<file path="src/rtl/ahb_pkg.sv">
// Shared AHB-Lite encodings, the master FSM state type and burst/size helper
// functions used by the burst master and its address generator.
package ahb_pkg;

  localparam logic [1:0] HTRANS_IDLE   = 2'b00;
  localparam logic [1:0] HTRANS_BUSY   = 2'b01;
  localparam logic [1:0] HTRANS_NONSEQ = 2'b10;
  localparam logic [1:0] HTRANS_SEQ    = 2'b11;

  localparam logic [2:0] HBURST_SINGLE = 3'b000;
  localparam logic [2:0] HBURST_INCR   = 3'b001;
  localparam logic [2:0] HBURST_WRAP4  = 3'b010;
  localparam logic [2:0] HBURST_INCR4  = 3'b011;
  localparam logic [2:0] HBURST_WRAP8  = 3'b100;
  localparam logic [2:0] HBURST_INCR8  = 3'b101;
  localparam logic [2:0] HBURST_WRAP16 = 3'b110;
  localparam logic [2:0] HBURST_INCR16 = 3'b111;

  localparam logic [2:0] HSIZE_BYTE  = 3'b000;
  localparam logic [2:0] HSIZE_HALF  = 3'b001;
  localparam logic [2:0] HSIZE_WORD  = 3'b010;
  localparam logic [2:0] HSIZE_DWORD = 3'b011;

  localparam logic [1:0] HRESP_OKAY  = 2'b00;
  localparam logic [1:0] HRESP_ERROR = 2'b01;

  typedef enum logic [2:0] {
    ST_IDLE,
    ST_NSEQ,
    ST_BURST,
    ST_LAST,
    ST_ERR1,
    ST_ERR2
  } state_e;

  function automatic logic [4:0] beats_of(input logic [2:0] burst);
    case (burst)
      HBURST_WRAP4, HBURST_INCR4:   beats_of = 5'd4;
      HBURST_WRAP8, HBURST_INCR8:   beats_of = 5'd8;
      HBURST_WRAP16, HBURST_INCR16: beats_of = 5'd16;
      default:                      beats_of = 5'd1;
    endcase
  endfunction

  function automatic logic [7:0] step_of(input logic [2:0] size);
    step_of = 8'd1 << size;
  endfunction

  function automatic logic is_wrap(input logic [2:0] burst);
    is_wrap = (burst == HBURST_WRAP4) || (burst == HBURST_WRAP8) || (burst == HBURST_WRAP16);
  endfunction

  // Byte mask of the wrap window; the window is (beats << size) bytes long.
  function automatic logic [11:0] wrap_mask(input logic [2:0] burst, input logic [2:0] size);
    logic [11:0] len;
    len = {7'd0, beats_of(burst)} << size;
    wrap_mask = len - 12'd1;
  endfunction

endpackage

</file>
<file path="src/rtl/ahb_addr_gen.sv">
// Combinational next-beat address for an AHB burst: linear increment for
// INCR/SINGLE, wrap inside the aligned burst window for WRAP bursts.
module ahb_addr_gen #(
  parameter int ADDR_W = 32
) (
  input  logic [ADDR_W-1:0] curAddr_i,
  input  logic [2:0]        size_i,
  input  logic [2:0]        burst_i,
  output logic [ADDR_W-1:0] nextAddr_o
);
  import ahb_pkg::*;

  logic [ADDR_W-1:0] step;
  logic [ADDR_W-1:0] incrAddr;
  logic [ADDR_W-1:0] mask;

  always_comb begin
    step     = ADDR_W'(step_of(size_i));
    incrAddr = curAddr_i + step;
    mask     = ADDR_W'(wrap_mask(burst_i, size_i));
    if (is_wrap(burst_i)) begin
      nextAddr_o = (curAddr_i & ~mask) | (incrAddr & mask);
    end else begin
      nextAddr_o = incrAddr;
    end
  end

endmodule

</file>
<file path="src/rtl/ahb_burst_master.sv">
// AHB-Lite burst master: one command in, a full pipelined burst out.
// Define AHB_MASTER_ERR_ABORT_EN to cancel the remaining beats on an ERROR response.
module ahb_burst_master #(
  parameter int ADDR_W = 32,
  parameter int DATA_W = 32
) (
  input  logic              HCLK,
  input  logic              HRESETn,
  input  logic              cmd_valid,
  output logic              cmd_ready,
  input  logic              cmd_write,
  input  logic [ADDR_W-1:0] cmd_addr,
  input  logic [2:0]        cmd_size,
  input  logic [2:0]        cmd_burst,
  input  logic [DATA_W-1:0] wdata,
  output logic              wdata_req,
  output logic [DATA_W-1:0] rdata,
  output logic              rdata_valid,
  output logic              done,
  output logic              err,
  output logic [ADDR_W-1:0] HADDR,
  output logic [1:0]        HTRANS,
  output logic              HWRITE,
  output logic [2:0]        HSIZE,
  output logic [2:0]        HBURST,
  output logic [DATA_W-1:0] HWDATA,
  input  logic              HREADY,
  input  logic [1:0]        HRESP,
  input  logic [DATA_W-1:0] HRDATA
);
  import ahb_pkg::*;

  localparam int MAX_SIZE = $clog2(DATA_W / 8);
`ifdef AHB_MASTER_ERR_ABORT_EN
  localparam bit ABORT_EN = 1'b1;
`else
  localparam bit ABORT_EN = 1'b0;
`endif

  state_e            state_q, state_d;
  logic [ADDR_W-1:0] addr_q, addr_d, nextAddr;
  logic              write_q, write_d;
  logic [2:0]        size_q, size_d;
  logic [2:0]        burst_q, burst_d;
  logic [4:0]        beatsLeft_q, beatsLeft_d;
  logic              dpValid_q, dpValid_d;
  logic              dpWrite_q, dpWrite_d;
  logic              errLatched_q, errLatched_d;
  logic              done_q, done_d;
  logic              err_q, err_d;
  logic [DATA_W-1:0] rdata_q, rdata_d;
  logic              rdataValid_q, rdataValid_d;

  logic [1:0] htrans;
  logic [7:0] sizeMask;
  logic       accept, cmdLegal, respErr, dataDone, abortNow;

  ahb_addr_gen #(.ADDR_W(ADDR_W)) uAddrGen (
    .curAddr_i  (addr_q),
    .size_i     (size_q),
    .burst_i    (burst_q),
    .nextAddr_o (nextAddr)
  );

  // Legality and data-phase status decoded from the registered state.
  always_comb begin
    sizeMask = step_of(cmd_size) - 8'd1;
    cmdLegal = (cmd_size <= 3'(MAX_SIZE)) && (cmd_burst != HBURST_INCR) &&
               ((cmd_addr[7:0] & sizeMask) == 8'd0);
    accept   = cmd_valid && cmd_ready;
    respErr  = dpValid_q && (HRESP != HRESP_OKAY);
    dataDone = dpValid_q && HREADY;
    abortNow = ABORT_EN && respErr && !HREADY;
  end

  always_comb begin
    state_d      = state_q;
    addr_d       = addr_q;
    write_d      = write_q;
    size_d       = size_q;
    burst_d      = burst_q;
    beatsLeft_d  = beatsLeft_q;
    dpValid_d    = dpValid_q;
    dpWrite_d    = dpWrite_q;
    errLatched_d = errLatched_q | respErr;
    done_d       = 1'b0;
    err_d        = 1'b0;
    rdata_d      = rdata_q;
    rdataValid_d = 1'b0;
    htrans       = HTRANS_IDLE;

    case (state_q)
      ST_NSEQ:  htrans = HTRANS_NONSEQ;
      ST_BURST: htrans = HTRANS_SEQ;
      default:  htrans = HTRANS_IDLE;
    endcase

    // The pending address phase becomes the data phase whenever the bus advances.
    if (HREADY) begin
      dpValid_d = (htrans != HTRANS_IDLE);
      dpWrite_d = write_q;
    end

    if (dataDone && !dpWrite_q && (HRESP == HRESP_OKAY)) begin
      rdataValid_d = 1'b1;
      rdata_d      = HRDATA;
    end

    case (state_q)
      ST_IDLE: begin
        if (accept) begin
          if (cmdLegal) begin
            state_d      = ST_NSEQ;
            addr_d       = cmd_addr;
            write_d      = cmd_write;
            size_d       = cmd_size;
            burst_d      = cmd_burst;
            beatsLeft_d  = beats_of(cmd_burst) - 5'd1;
            errLatched_d = 1'b0;
          end else begin
            done_d = 1'b1;
            err_d  = 1'b1;
          end
        end
      end
      ST_NSEQ, ST_BURST: begin
        if (abortNow) begin
          state_d = ST_ERR1;
        end else if (HREADY) begin
          if (beatsLeft_q == 5'd0) begin
            state_d = ST_LAST;
          end else begin
            state_d     = ST_BURST;
            addr_d      = nextAddr;
            beatsLeft_d = beatsLeft_q - 5'd1;
          end
        end
      end
      ST_LAST: begin
        if (abortNow) begin
          state_d = ST_ERR1;
        end else if (HREADY) begin
          state_d = ST_IDLE;
          done_d  = 1'b1;
          err_d   = errLatched_q | respErr;
        end
      end
      ST_ERR1: begin
        if (HREADY) state_d = ST_ERR2;
      end
      ST_ERR2: begin
        state_d = ST_IDLE;
        done_d  = 1'b1;
        err_d   = 1'b1;
      end
      default: state_d = ST_IDLE;
    endcase
  end

  always_ff @(posedge HCLK or negedge HRESETn) begin
    if (!HRESETn) begin
      state_q      <= ST_IDLE;
      addr_q       <= '0;
      write_q      <= 1'b0;
      size_q       <= 3'd0;
      burst_q      <= 3'd0;
      beatsLeft_q  <= 5'd0;
      dpValid_q    <= 1'b0;
      dpWrite_q    <= 1'b0;
      errLatched_q <= 1'b0;
      done_q       <= 1'b0;
      err_q        <= 1'b0;
      rdata_q      <= '0;
      rdataValid_q <= 1'b0;
    end else begin
      state_q      <= state_d;
      addr_q       <= addr_d;
      write_q      <= write_d;
      size_q       <= size_d;
      burst_q      <= burst_d;
      beatsLeft_q  <= beatsLeft_d;
      dpValid_q    <= dpValid_d;
      dpWrite_q    <= dpWrite_d;
      errLatched_q <= errLatched_d;
      done_q       <= done_d;
      err_q        <= err_d;
      rdata_q      <= rdata_d;
      rdataValid_q <= rdataValid_d;
    end
  end

  // Held low during the done pulse so a new command never overlaps it.
  assign cmd_ready   = (state_q == ST_IDLE) && !done_q;
  assign wdata_req   = dataDone && dpWrite_q;
  assign HWDATA      = (dpValid_q && dpWrite_q) ? wdata : '0;
  assign rdata       = rdata_q;
  assign rdata_valid = rdataValid_q;
  assign done        = done_q;
  assign err         = err_q;
  assign HADDR       = addr_q;
  assign HTRANS      = htrans;
  assign HWRITE      = write_q;
  assign HSIZE       = size_q;
  assign HBURST      = burst_q;

endmodule

</file>
<file path="config.mk">
export PLATFORM = sky130hd
export DESIGN_NAME = ahb_burst_master
export DESIGN_NICKNAME = d
export VERILOG_FILES = /design/src/rtl/ahb_pkg.sv /design/src/rtl/ahb_addr_gen.sv /design/src/rtl/ahb_burst_master.sv
export SDC_FILE = /design/constraint.sdc
export NUM_CORES = 1
export LEC_CHECK = 0
export BUFFER_PORTS_ARGS = -buffer_cell sky130_fd_sc_hd__buf_2
export CAP_MARGIN = 25
export CORE_UTILIZATION = 52
export CTS_BUF_LIST = sky130_fd_sc_hd__clkbuf_8
export DETAILED_ROUTE_END_ITERATION = 7
export HOLD_SLACK_MARGIN = 0.12
export PLACE_DENSITY = 0.84
export REMOVE_ABC_BUFFERS = 1
export SKIP_CTS_REPAIR_TIMING = 1
export SLEW_MARGIN = 20
export SYNTH_ARGS = -nofsm -noshare
export SYNTH_HDL_FRONTEND = slang
export SYNTH_HIERARCHICAL = 1
export SYNTH_SLANG_ARGS = --single-unit
</file>
<file path="constraint.sdc">
create_clock -name HCLK -period 3.4 [get_ports HCLK]
set_input_delay 0.17 -clock HCLK [delete_from_list [all_inputs] [get_ports HCLK]]
set_output_delay 0.17 -clock HCLK [all_outputs]
set_load 0.03 [all_outputs]
</file>
==> results.txt <==
----------------------------------------------------
[Status]
  Outcome ... finished clean

[Finish]
  Number of non-filler instances in the completed layout ... 1061
  Final net count ... 1037
  Area added between synthesis and finish ... 29.65%
  Fraction of final layout cells with drive strength greater than 1 ... 33.77%
  Antenna Diode Count ... 0

[STA]
  Period Utilization, post-route ... 91.15%
  Final setup violation count ... 0
  Post-layout min period ... 3099 ps
  Unrepaired setup endpoints after global routing ... false
  Transition time of the tightest slew-check pin ... 953.6 ps
  Number of endpoints with negative hold slack in the final report ... 0
  Max Clk Rate ... 322.7 MHz
  Worst Hold Margin ... 133.4 ps
  Max_slew headroom ... 36.36%
  Clock Skew ... 16.90 ps
  Count of final max-slew check failures ... 0

[Min path]
  Startpoint of the worst hold path ... cmd_addr[22]
  Worst min-delay path class ... in -> reg
  Cell depth of the worst min-delay path ... 4
  Hold worst-path end ... HADDR[22]$_DFFE_PN0P_

[Global route]
  Number of global-route vias before repair ... 5283
  First-pass GRT wire length ... 24920 um
  Initial antenna violation count ... 0
  Global Route Usage Sum ... 26.86%
  Maximum number of pins on one net before global-route repair ... 78
  Total grt overflow ... 0

[Critical path]
  CP delay by family, top ... simple AND/OR/NAND/NOR gates
  Number of cells on the worst reg-to-reg path ... 12
  Critical Path Most Common Cell ... nand2_1
  Maximum cell stage delay along the critical path ... 460 ps
  Largest fanout on the critical path ... 13
  Worst setup slack for register-to-register paths ... 300 ps
  Buf/Inv on CP ... 1
  Category of the critical setup timing path ... reg -> reg
  Category of the worst setup path capture point ... flop
  Data required time of the critical path ... 3640 ps
  Sort of element at the start of the critical path ... flop
  Worst endpoint data arrival time ... 3340 ps
  Cell chain of the critical path ... buf_4, nor3_1, nand2_1, ha_1, xnor2_1, a21oi_1, o21ai_0, nand4_1, xnor2_1, nand2_1, nand2_1, mux2_4
  Slowest-stage cell, CP ... dfrtp_1
  Destination of the worst register-to-register timing path ... HADDR[10]$_DFFE_PN0P_
  Reg-to-Reg Start ... HSIZE[2]$_DFFE_PN0P_

[Power]
  PwrDens ... 985.9 mW/mm^2
  Leak Pwr ... 4.047 nW
  Sw frac ... 50.93%
  Logic gate share of total power ... 62.5%
  Clk pwr share ... 9.9%
  Peak supply drop ... 684.8 uV
  Internal power component ... 0.003647 W
  Switching power summed over all nets ... 0.003785 W
  Sequential Power Share ... 27.6%

[Placed design]
  Total instance count after detailed placement ... 1008
  Last weighted congestion value of the routability-driven placer ... 0.8634
  HPWL after detailed placement ... 10970 um
  Buffers added on ports ... 218

[Drt]
  WL/cell ... 15.75 um
  Pre-antenna DRT Iters ... 5
  Vias after detailed routing ... 5822
  DRC violation count after routing ... 0
  Final antenna-violating net count ... 0
  Vias per cell ... 5.487
  Post-Route WL ... 16710 um
  Drt initial violations ... 403

[Clocking]
  Cell at the root of the clock tree ... clkbuf_8
  Buffer levels on the longest clock path ... 2
  Clock sink count ... 85
  Clock tree from TritonCTS ... done
  Number of CTS-inserted buffers ... 9
  Clock transition at the register clock pins on the worst setup and hold paths after CTS ... 100 ps
  Deepest level of the CTS H-tree ... 3
  Clock insertion delay at the later pin of the skew report ... 350 ps

[Logic synthesis]
  Syn avg cell area ... 8.500 sq um
  Cell area after technology mapping ... 0.005814 sq mm
  Total of flip-flops plus latches after synthesis ... 85
  Async set-reset flop share out of synthesis ... 100.0%
  Number of distinct library cell variants in the gate-level netlist after synthesis ... 66
  Most instantiated flip-flop cell in the synthesis netlist ... dfrtp_1
  Sequential area share after synthesis ... 36.58%
  Warnings from Yosys ... 6
  Number of enable flip-flop cells after synthesis ... 0
  Number of standard cells after synthesis ... 684

[Floorplanning]
  Floorplan die area ... 0.01161 sq mm
  Die extent in y ... 107.7 um
  Cell Rows ... 38
  Core Footprint ... 0.01089 sq mm
  Initial Utilization ... 53.40%
  Overall die width ... 107.7 um
  I/O pin cnt ... 219

[Job]
  Count of max-cap constraint violations ... 0

----------------------------------------------------
-- how the worst max path moves through the flow --
stage	from	endpoint	slack, ps	depth (start not counted)
3_5_place_dp	HSIZE[2]$_DFFE_PN0P_	HADDR[10]$_DFFE_PN0P_	400	12
3_3_place_gp	HSIZE[2]$_DFFE_PN0P_	HADDR[10]$_DFFE_PN0P_	460	12
5_1_grt	HSIZE[1]$_DFFE_PN0P_	HADDR[19]$_DFFE_PN0P_	120	10
6_report	HSIZE[2]$_DFFE_PN0P_	HADDR[10]$_DFFE_PN0P_	300	12
4_1_cts	HSIZE[2]$_DFFE_PN0P_	HADDR[10]$_DFFE_PN0P_	370	12
2_1_floorplan	state_q[1]$_DFFE_PN0P_	HADDR[23]$_DFFE_PN0P_	-770	5
-- routing by layer --
metal,GRT usage [%],part of all wire [%]
met4,8.219,1.8
met1,35.25,43
met2,43.64,48
met3,6.538,7.1
met5,0,0
-- tightest hold or removal path, stage by stage --
cell     delay (ps)
buf_2            80
nand2_1          40
nand2_1          60
mux2_4          130
-- synth_stat cells, drive strengths merged (2+ instances only) --
cell type | n | area share, %
a211oi | 5 | 0.65
a21o | 5 | 0.65
a21oi | 15 | 1.3
a22o | 2 | 0.30
a311oi | 4 | 0.60
a31o | 2 | 0.30
a31oi | 2 | 0.22
and2 | 6 | 0.65
and3 | 40 | 4.3
buf | 18 | 2.4
clkbuf | 31 | 2.0
dfrtp | 85 | 37
ha | 11 | 2.4
inv | 12 | 0.77
mux2 | 47 | 11
mux2i | 2 | 0.34
nand2 | 220 | 14
nand2b | 3 | 0.32
nand3 | 8 | 0.69
nand4 | 15 | 1.6
nand4b | 2 | 0.30
nor2 | 19 | 1.2
nor2b | 6 | 0.65
nor3 | 14 | 1.3
nor3b | 5 | 0.65
nor4 | 5 | 1.4
o2111ai | 2 | 0.30
o211ai | 10 | 1.3
o21ai | 25 | 2.2
o21bai | 2 | 0.26
o31a | 2 | 0.30
or2 | 4 | 0.43
or3 | 4 | 0.52
xnor2 | 27 | 4.1
xor2 | 7 | 1.1
-- registers in the layout (all words and copies together), names as in the netlist, 3 cells and up --
name         count
rdata           32
HBURST           3
beatsLeft_q      5
HSIZE            3
state_q          3
HADDR           32
-- layout make-up --
| class | instances | area (sq um) |
|---|---|---|
| inverters | 12 | 45.04 |
| well taps | 140 | 175.2 |
| clock buffers | 9 | 123.9 |
| clock inverters | 7 | 73.82 |
| repair buffers | 270 | 1607 |
| multi-input cells | 538 | 3387 |
| flip-flops and latches | 85 | 2127 |
| fillers | 827 | 3349 |
-- kinds of logic after synthesis --
family	after synthesis	synth area share [%]
compound gates	85	9.598
xor+xnor	34	5.122
fa+ha+maj	13	2.884
buf+inv	61	5.164
flops	85	36.58
mux	50	11.51
simple gates	356	29.14
-- power by group through the flow --
stage / registers [W] / clock network, W / logic (W)
floorplan: 0.00278 / 0 / 0.00247
CTS: 0.00203 / 0.000753 / 0.00457
detailed placement: 0.00203 / 0 / 0.00457
global placement: 0.00203 / 0 / 0.00446
finish: 0.00205 / 0.000739 / 0.00465
global route: 0.00213 / 0.000788 / 0.00504
-- placed cells by master (no fill, tap or decap), types with 3 or more instances in the layout --
| cell | count |
|---|---|
| nand2_1 | 219 |
| buf_2 | 217 |
| dfrtp_1 | 85 |
| and3_1 | 40 |
| dlygate4sd3_1 | 36 |
| xnor2_1 | 27 |
| mux2_4 | 26 |
| o21ai_0 | 24 |
| mux2_2 | 21 |
| nor2_1 | 19 |
| a21oi_1 | 15 |
| buf_4 | 15 |
| nand4_1 | 15 |
| inv_1 | 13 |
| nor3_1 | 13 |
| ha_1 | 11 |
| o211ai_1 | 10 |
| clkbuf_8 | 9 |
| nand3_1 | 8 |
| xor2_1 | 7 |
| nor2b_1 | 6 |
| and2_1 | 6 |
| nor3b_1 | 5 |
| a21o_1 | 5 |
| a211oi_1 | 5 |
| a311oi_1 | 4 |
| nor4_4 | 3 |
| nand2b_1 | 3 |
| or2_2 | 3 |
| or3_1 | 3 |
| clkinvlp_4 | 3 |
-- per-stage QoR --
stage                     power (W)  setup slack [ps]  instance area, sq um  util (%)  TNS (ps)
after floorplan            0.005258            -769.5                  5559         -    -25630
after global placement     0.006492             455.9                  6953     63.86         0
after detailed placement   0.006603             399.2                  6953     63.86         0
after CTS                  0.007354             366.9                  7151     65.67         0
after global routing       0.007952             117.6                  7538     69.24         0
final                      0.007432             301.0                  7538     69.24         0
Power figures use the tool's default switching activity.
